$ cat config.mk
export PLATFORM = sky130hd
export DESIGN_NAME = s526_param_seq
export DESIGN_NICKNAME = d
export VERILOG_FILES = /design/src/rtl/s526_param_seq.sv
export SDC_FILE = /design/constraint.sdc
export NUM_CORES = 1
export LEC_CHECK = 0
export CAP_MARGIN = 20
export CORE_MARGIN = 5
export CORE_UTILIZATION = 28
export DETAILED_ROUTE_END_ITERATION = 12
export PLACE_DENSITY = 0.5
export SLEW_MARGIN = 20
export SYNTH_ARGS = -nofsm -noshare
export SYNTH_HDL_FRONTEND = slang
export SYNTH_SLANG_ARGS = --single-unit
export TNS_END_PERCENT = 1
$ cat constraint.sdc
create_clock -name clk -period 6.2 [get_ports clk]
set_input_delay 0.62 -clock clk [delete_from_list [all_inputs] [get_ports clk]]
set_output_delay 0.62 -clock clk [all_outputs]
set_load 0.005 [all_outputs]
$ cat src/rtl/s526_param_seq.sv
// s526_param_seq: multi-phase sequencer with LOAD/RUN/PAUSE dwell control.
// Each phase takes one LOAD cycle followed by dur_i+1 RUN cycles. Completed
// full sequences are counted in cyc_o, which saturates at all-ones.
// Optional build macro: S526_LOCK_KEY_EN adds a key input. While the key is
// wrong, each phase advance skips one phase and suppresses tick_o.
module s526_param_seq #(
   parameter int NUM_PH = 4,
   parameter int CNT_W  = 8,
   parameter int CYC_W  = 8
`ifdef S526_LOCK_KEY_EN
   ,
   parameter int               KEY_W = 16,
   parameter logic [KEY_W-1:0] KEY   = 16'hA5C3
`endif
) (
   input  logic              clk,
   input  logic              reset,
   input  logic              G0,
   input  logic              G1,
   input  logic              G2,
   input  logic [CNT_W-1:0]  dur_i,
`ifdef S526_LOCK_KEY_EN
   input  logic [KEY_W-1:0]  key_i,
`endif
   output logic [NUM_PH-1:0] phase_o,
   output logic [CNT_W-1:0]  cnt_o,
   output logic              tick_o,
   output logic [CYC_W-1:0]  cyc_o,
   output logic              busy_o
);

   localparam int             IDX_W  = (NUM_PH > 1) ? $clog2(NUM_PH) : 1;
   localparam logic [IDX_W:0] PH_LIM = (IDX_W+1)'(NUM_PH);

   typedef enum logic [1:0] {S_IDLE, S_LOAD, S_RUN, S_PAUSE} state_t;

   state_t            r_state, w_state_nxt;
   logic [IDX_W-1:0]  r_idx, w_idx_nxt;
   logic [CNT_W-1:0]  r_cnt, w_cnt_nxt;
   logic              r_tick, w_tick_nxt;
   logic [CYC_W-1:0]  r_cyc, w_cyc_nxt;
   logic [NUM_PH-1:0] r_phase, w_phase_nxt;
   logic              r_busy, w_busy_nxt;

   logic [IDX_W:0]    w_step;
   logic [IDX_W:0]    w_idx_sum;
   logic              w_wrap;
   logic [IDX_W-1:0]  w_idx_adv;
   logic              w_adv_tick;
   logic [CYC_W-1:0]  w_cyc_inc;

`ifdef S526_LOCK_KEY_EN
   logic              w_key_ok;
   assign w_key_ok   = (key_i == KEY);
   // A wrong key makes each advance skip one phase and hides the tick.
   assign w_step     = w_key_ok ? (IDX_W+1)'(1) : (IDX_W+1)'(2);
   assign w_adv_tick = w_key_ok;
`else
   assign w_step     = (IDX_W+1)'(1);
   assign w_adv_tick = 1'b1;
`endif

   // Modulo-NUM_PH index advance; the sum is one bit wider to catch the wrap.
   assign w_idx_sum = {1'b0, r_idx} + w_step;
   assign w_wrap    = (w_idx_sum >= PH_LIM);
   assign w_idx_adv = w_wrap ? IDX_W'(w_idx_sum - PH_LIM) : IDX_W'(w_idx_sum);
   assign w_cyc_inc = (&r_cyc) ? r_cyc : r_cyc + CYC_W'(1);

   // Next-state and next-output logic; G0 clear overrides every state.
   always_comb begin
      w_state_nxt = r_state;
      w_idx_nxt   = r_idx;
      w_cnt_nxt   = r_cnt;
      w_tick_nxt  = 1'b0;
      w_cyc_nxt   = r_cyc;
      if (G0) begin
         w_state_nxt = S_IDLE;
         w_idx_nxt   = '0;
         w_cnt_nxt   = '0;
      end else begin
         case (r_state)
            S_IDLE: begin
               if (G1) w_state_nxt = S_LOAD;
            end
            S_LOAD: begin
               w_cnt_nxt   = dur_i;
               w_state_nxt = S_RUN;
            end
            S_RUN: begin
               if (G2) begin
                  w_state_nxt = S_PAUSE;
               end else if (r_cnt != '0) begin
                  w_cnt_nxt = r_cnt - CNT_W'(1);
               end else begin
                  w_idx_nxt   = w_idx_adv;
                  w_tick_nxt  = w_adv_tick;
                  w_state_nxt = S_LOAD;
                  if (w_wrap) w_cyc_nxt = w_cyc_inc;
               end
            end
            S_PAUSE: begin
               if (!G2) w_state_nxt = S_RUN;
            end
            default: begin
               w_state_nxt = S_IDLE;
            end
         endcase
      end
      w_busy_nxt  = (w_state_nxt != S_IDLE);
      w_phase_nxt = w_busy_nxt ? (NUM_PH'(1) << w_idx_nxt) : '0;
   end

   // State and registered outputs; reset abandons any phase in progress.
   always_ff @(posedge clk or negedge reset) begin
      if (!reset) begin
         r_state <= S_IDLE;
         r_idx   <= '0;
         r_cnt   <= '0;
         r_tick  <= 1'b0;
         r_cyc   <= '0;
         r_phase <= '0;
         r_busy  <= 1'b0;
      end else begin
         r_state <= w_state_nxt;
         r_idx   <= w_idx_nxt;
         r_cnt   <= w_cnt_nxt;
         r_tick  <= w_tick_nxt;
         r_cyc   <= w_cyc_nxt;
         r_phase <= w_phase_nxt;
         r_busy  <= w_busy_nxt;
      end
   end

   assign phase_o = r_phase;
   assign cnt_o   = r_cnt;
   assign tick_o  = r_tick;
   assign cyc_o   = r_cyc;
   assign busy_o  = r_busy;

endmodule

Word level (Yosys, flattened, before mapping)
Index checks and enable logic that the tools add are counted.
- add/sub/neg operators: 4
- $lt $le $gt $ge: 1
- eq/ne operators: 5
- shifts and indexed selects: 1
- mux-type cells: 20
- bitwise operators: 4
- reductions and logical operators: 7
- operators by type and width (cell ; count):
    $mux W8 ; 3
    $mux W2 ; 10
    $pmux W8 S2 ; 1
    $add A8 B1 Y8 const B ; 1
    $pmux W2 S4 ; 1
    $reduce_and A8 Y1 ; 1
    $reduce_bool A8 Y1 ; 1
    $sub A8 B1 Y8 const B ; 1
    $ne A3 B3 Y1 const B ; 2
    $reduce_and A6 Y1 ; 1
    $eq A2 B2 Y1 const B ; 2
    $mux W1 ; 4
    $mux W4 ; 1
    $not A1 Y1 ; 4
    $shl A1 B2 Y4 const A ; 1
    $add A2 B1 Y3 const B ; 1
    $ge A3 B3 Y1 const B ; 1
    $reduce_and A3 Y1 ; 1
    $reduce_bool A3 Y1 ; 1
    $eq A2 B1 Y1 const B ; 1
    $logic_not A2 Y1 ; 1
    $reduce_bool A2 Y1 ; 1
    $sub A2 B1 Y2 const B ; 1
- register bits: 26
- input port bits: 13
- output and inout bits: 22
- logic and storage cells: 49

Longest topological paths before layout
- word-level depth: 9
- mapped depth: 7

Worst setup path after synthesis
Ideal clock, no wire load.
- path type: flip-flop to flip-flop
- start point: reg r_cnt[0], in the netlist cnt_o[0]
- end point: reg r_cyc[1], in the netlist cyc_o[1]
- setup time: 125 ps
- arrival: 1851 ps
- data required time: 6075 ps
- path slack: 4224 ps
- stages on the path, launching flop included: 7
- clock period less this slack: 1976 ps
- cell sequence: dfrtp_1 inv_1 ha_1 nor3b_1 nand3_2 nor3_1 mux2_2
- cells in the longest elaborated chain, start to end: 3
- RTL lines (element ; line ; source):
    start: declaration ; 39 ; logic [CNT_W-1:0] r_cnt, w_cnt_nxt;
    start signal: assignment ; 126 ; r_cnt <= w_cnt_nxt;
    $reduce_bool A8 Y1 ; 92 ; end else if (r_cnt != '0) begin
    $not A1 Y1 (no source line) ; - ;
    $reduce_and A6 Y1 (no source line) ; - ;
    end signal: assignment ; 128 ; r_cyc <= w_cyc_nxt;
    end: declaration ; 41 ; logic [CYC_W-1:0] r_cyc, w_cyc_nxt;
Every way passes these cells.
A chain may end at the register's enable or synchronous reset.

Final worst setup path
- start point: in G2
- end point: reg r_cyc[1], in the netlist cyc_o[1]
- cells in the longest elaborated chain, start to end: 2
- RTL lines (element ; line ; source):
    start: declaration ; 20 ; input logic G2,
    $not A1 Y1 (no source line) ; - ;
    $reduce_and A6 Y1 (no source line) ; - ;
Every way passes these cells.

==> results.md <==
- Run status: completed
- Final net count: 200
- Largest net degree at the start of global routing: 27
- Yosys cell types: 51
- Async set or reset register ratio after synthesis: 100%
- Most frequent cells after synthesis: dfrtp_1, a21oi_1, nor2_1, nand2_1
- Final GP Congestion: 0.766
- Met3 global-route usage: 2.18%
- Layout cells sized above 1: 11.5%
- Post-CTS Resized: 0
- Placement Setup Slack: 3.41 ns
- Max-Cap Viols: 0
- Worst Path Max Fanout: 13
- Global-route met2 utilization: 19.4%
- Std-Cell Rows: 26
- Number of DRC markers in iteration 0: 90
- FF/Latch Area: 651 µm²
- Max frequency: 401 MHz
- First-pass GRT wire length: 6.28 mm
- Cell taking the most area after synthesis: dfrtp_1
- IO Port Bufs: 34
- Design Area, Final: 0.00198 mm²
- Worst VDD drop: 100 µV
- Die H: 83.4 µm
- Post-CTS Hold Buffers: 0
- Root Buffer: clkbuf_8
- Initial antenna violation count: 0
- Final hold violations: 0
- Ports: 35
- Hold Crit Depth: 1
- Final Cycle Share: 40.3%
- Remaining DRCs: 0
- Syn_nets: 168
- Clock Path Buffers: 2
- Worst path required time: 6.36 ns
- Predominant post-synthesis flop cell: dfrtp_1
- EDFF count, synth: 0
- Vias in the first global route: 1,271
- Vias per inst: 5.11
- Crit end category: flop
- Cells after synthesis: 152
- Final worst slack: 3.70 ns
- Die W: 83.4 µm
- Ys Warns: 0
- Area Growth Syn to Fin: 31.0%
- Max H-tree Level: 1
- Setup repair after global routing missed its margin: no
- Placed Area: 0.00191 mm²
- Avg Cell Area, Syn: 9.93 µm²
- Hpwl dp: 2.81 mm
- Reg2Reg Depth: 6
- Overflow after GRT: 0
- Top post-synthesis cells by area: dfrtp_1, a21oi_1, xor2_1
- ANT nets after route: 0
- HP Class: flop to flop
- Yosys top cell area share: 43.1%
- Yosys reg bits: 26
- Fin util: 38.2%
- Reg2Reg Setup Slack: 3.72 ns
- Post-CTS Setup Repair Bufs: 0
- Clk_lat worst skew: 0.27 ns
- Power per cell area: 276 mW/mm²
- Max Slew Vio Count: 0
- Crit Path Class: input port to flop
- Routed vias: 1,294
- Sequential fraction of the synthesis area: 43.1%
- Final setup violation count: 0
- Lkg Pwr: 0.825 nW
- DIE AREA: 0.00696 mm²
- Slew @ Worst Pin: 0.589 ns
- Initial DRT Pass Iterations: 4
- Core footprint: 0.00517 mm²
- Met1 usage in global routing: 13.6%
- Worst-path clk slew: 0.09 ns
- Post-Route WL: 3.79 mm
- Setup Skew: 0.00826 ns
- Tmin final: 2.50 ns
- Netlist Area Pre-Place: 0.00151 mm²
- Arrival time at the worst endpoint: 2.66 ns
- Total number of clock tree sinks: 26
- Antenna Cells: 0
- R2R Path Start: cnt_o[0]
- Fillers: 524
- Max transition margin: 60.6%
- Worst r2r dst: cyc_o[1]
- Avg WL per Cell: 15.0 µm
- Initial Util: 29.2%
- WHS Endpoint: cyc_o[6]
- Number of clock buffers inserted by TritonCTS: 3
- Setup TNS: 0 ns
- CTS tree: done
- Most frequent cell after synthesis: dfrtp_1
- Layer with the highest usage: met2
- GRT Overall Usage: 10.9%
- Worst Setup Start Kind: input port
- Multi-input logic area: 797 µm²
- Hold Crit Start: cyc_o[6]
## critical path, cell delays in order
cell             delay, ns
clkdlybuf4s50_1       0.47
nor3b_2               0.41
nand3_2               0.34
nor3_1                0.44
mux2_2                0.38
## sequential cells by signal (all words and copies together) (netlist names)
name and count:
cnt_o 8, cyc_o 8, phase_o 4, r_idx 2, r_state 2, busy_o 1
tick_o 1
## report_power, final
part	internal, W	switching [W]
sequential	0.000186	0.0000307
combinational	0.0000937	0.0000964
clock	0.0000863	0.0000528
total	0.000366	0.000180
## metal layers
metal,vias up,routed length (µm),part of all wire (%)
li1,618,-,-
met1,649,1650,44
met2,23,1980,52
met3,4,119,3.1
met5,-,0,0
met4,0,38,1.0
## layout make-up
type	count	share of cell area (%)
multi-input combinational	112	40.3
sequential	26	32.9
timing repair buffer	35	17.6
tap	70	4.43
clock buffer	3	2.09
clock inverter	1	1.52
inverter	6	1.14
## kinds of logic (layout without fill, tap and decap cells)
kind of cell	after synthesis	after routing	share of synthesized area [%]
simple gates	63	63	28.2
compound gates	36	36	16.1
flops	26	26	43.1
buf+inv	14	45	4.06
xor+xnor	8	8	4.64
fa+ha+maj	3	3	2.49
mux	2	2	1.41
## stage by stage
step	cells	total power, W	hold slack, ns
after floorplan	152	0.000343	0.324
after global placement	249	0.000407	0.493
after detailed placement	249	0.000410	0.496
after CTS	253	0.000553	0.514
after global routing	253	0.000581	0.544
final	253	0.000546	0.508
## worst max-delay path by stage
stage | from | end | slack (ns)
floorplan | cnt_o[0] | cyc_o[1] | 4.22
global placement | G2 | cyc_o[1] | 3.51
detailed placement | G2 | cyc_o[1] | 3.41
CTS | G2 | cyc_o[1] | 3.70
global route | cnt_o[0] | cyc_o[1] | 3.55
finish | G2 | cyc_o[1] | 3.70
## layout by cell type (no fill, tap or decap), drive strengths merged, types with 5 or more instances in the layout
cell	n
clkdlybuf4s50	34
dfrtp	26
a21oi	16
nor2	11
nand2	8
nand3	8
xor2	7
inv	6
nor3	6
o21ai	5
Note: power is estimated with default switching activity, not from simulation.
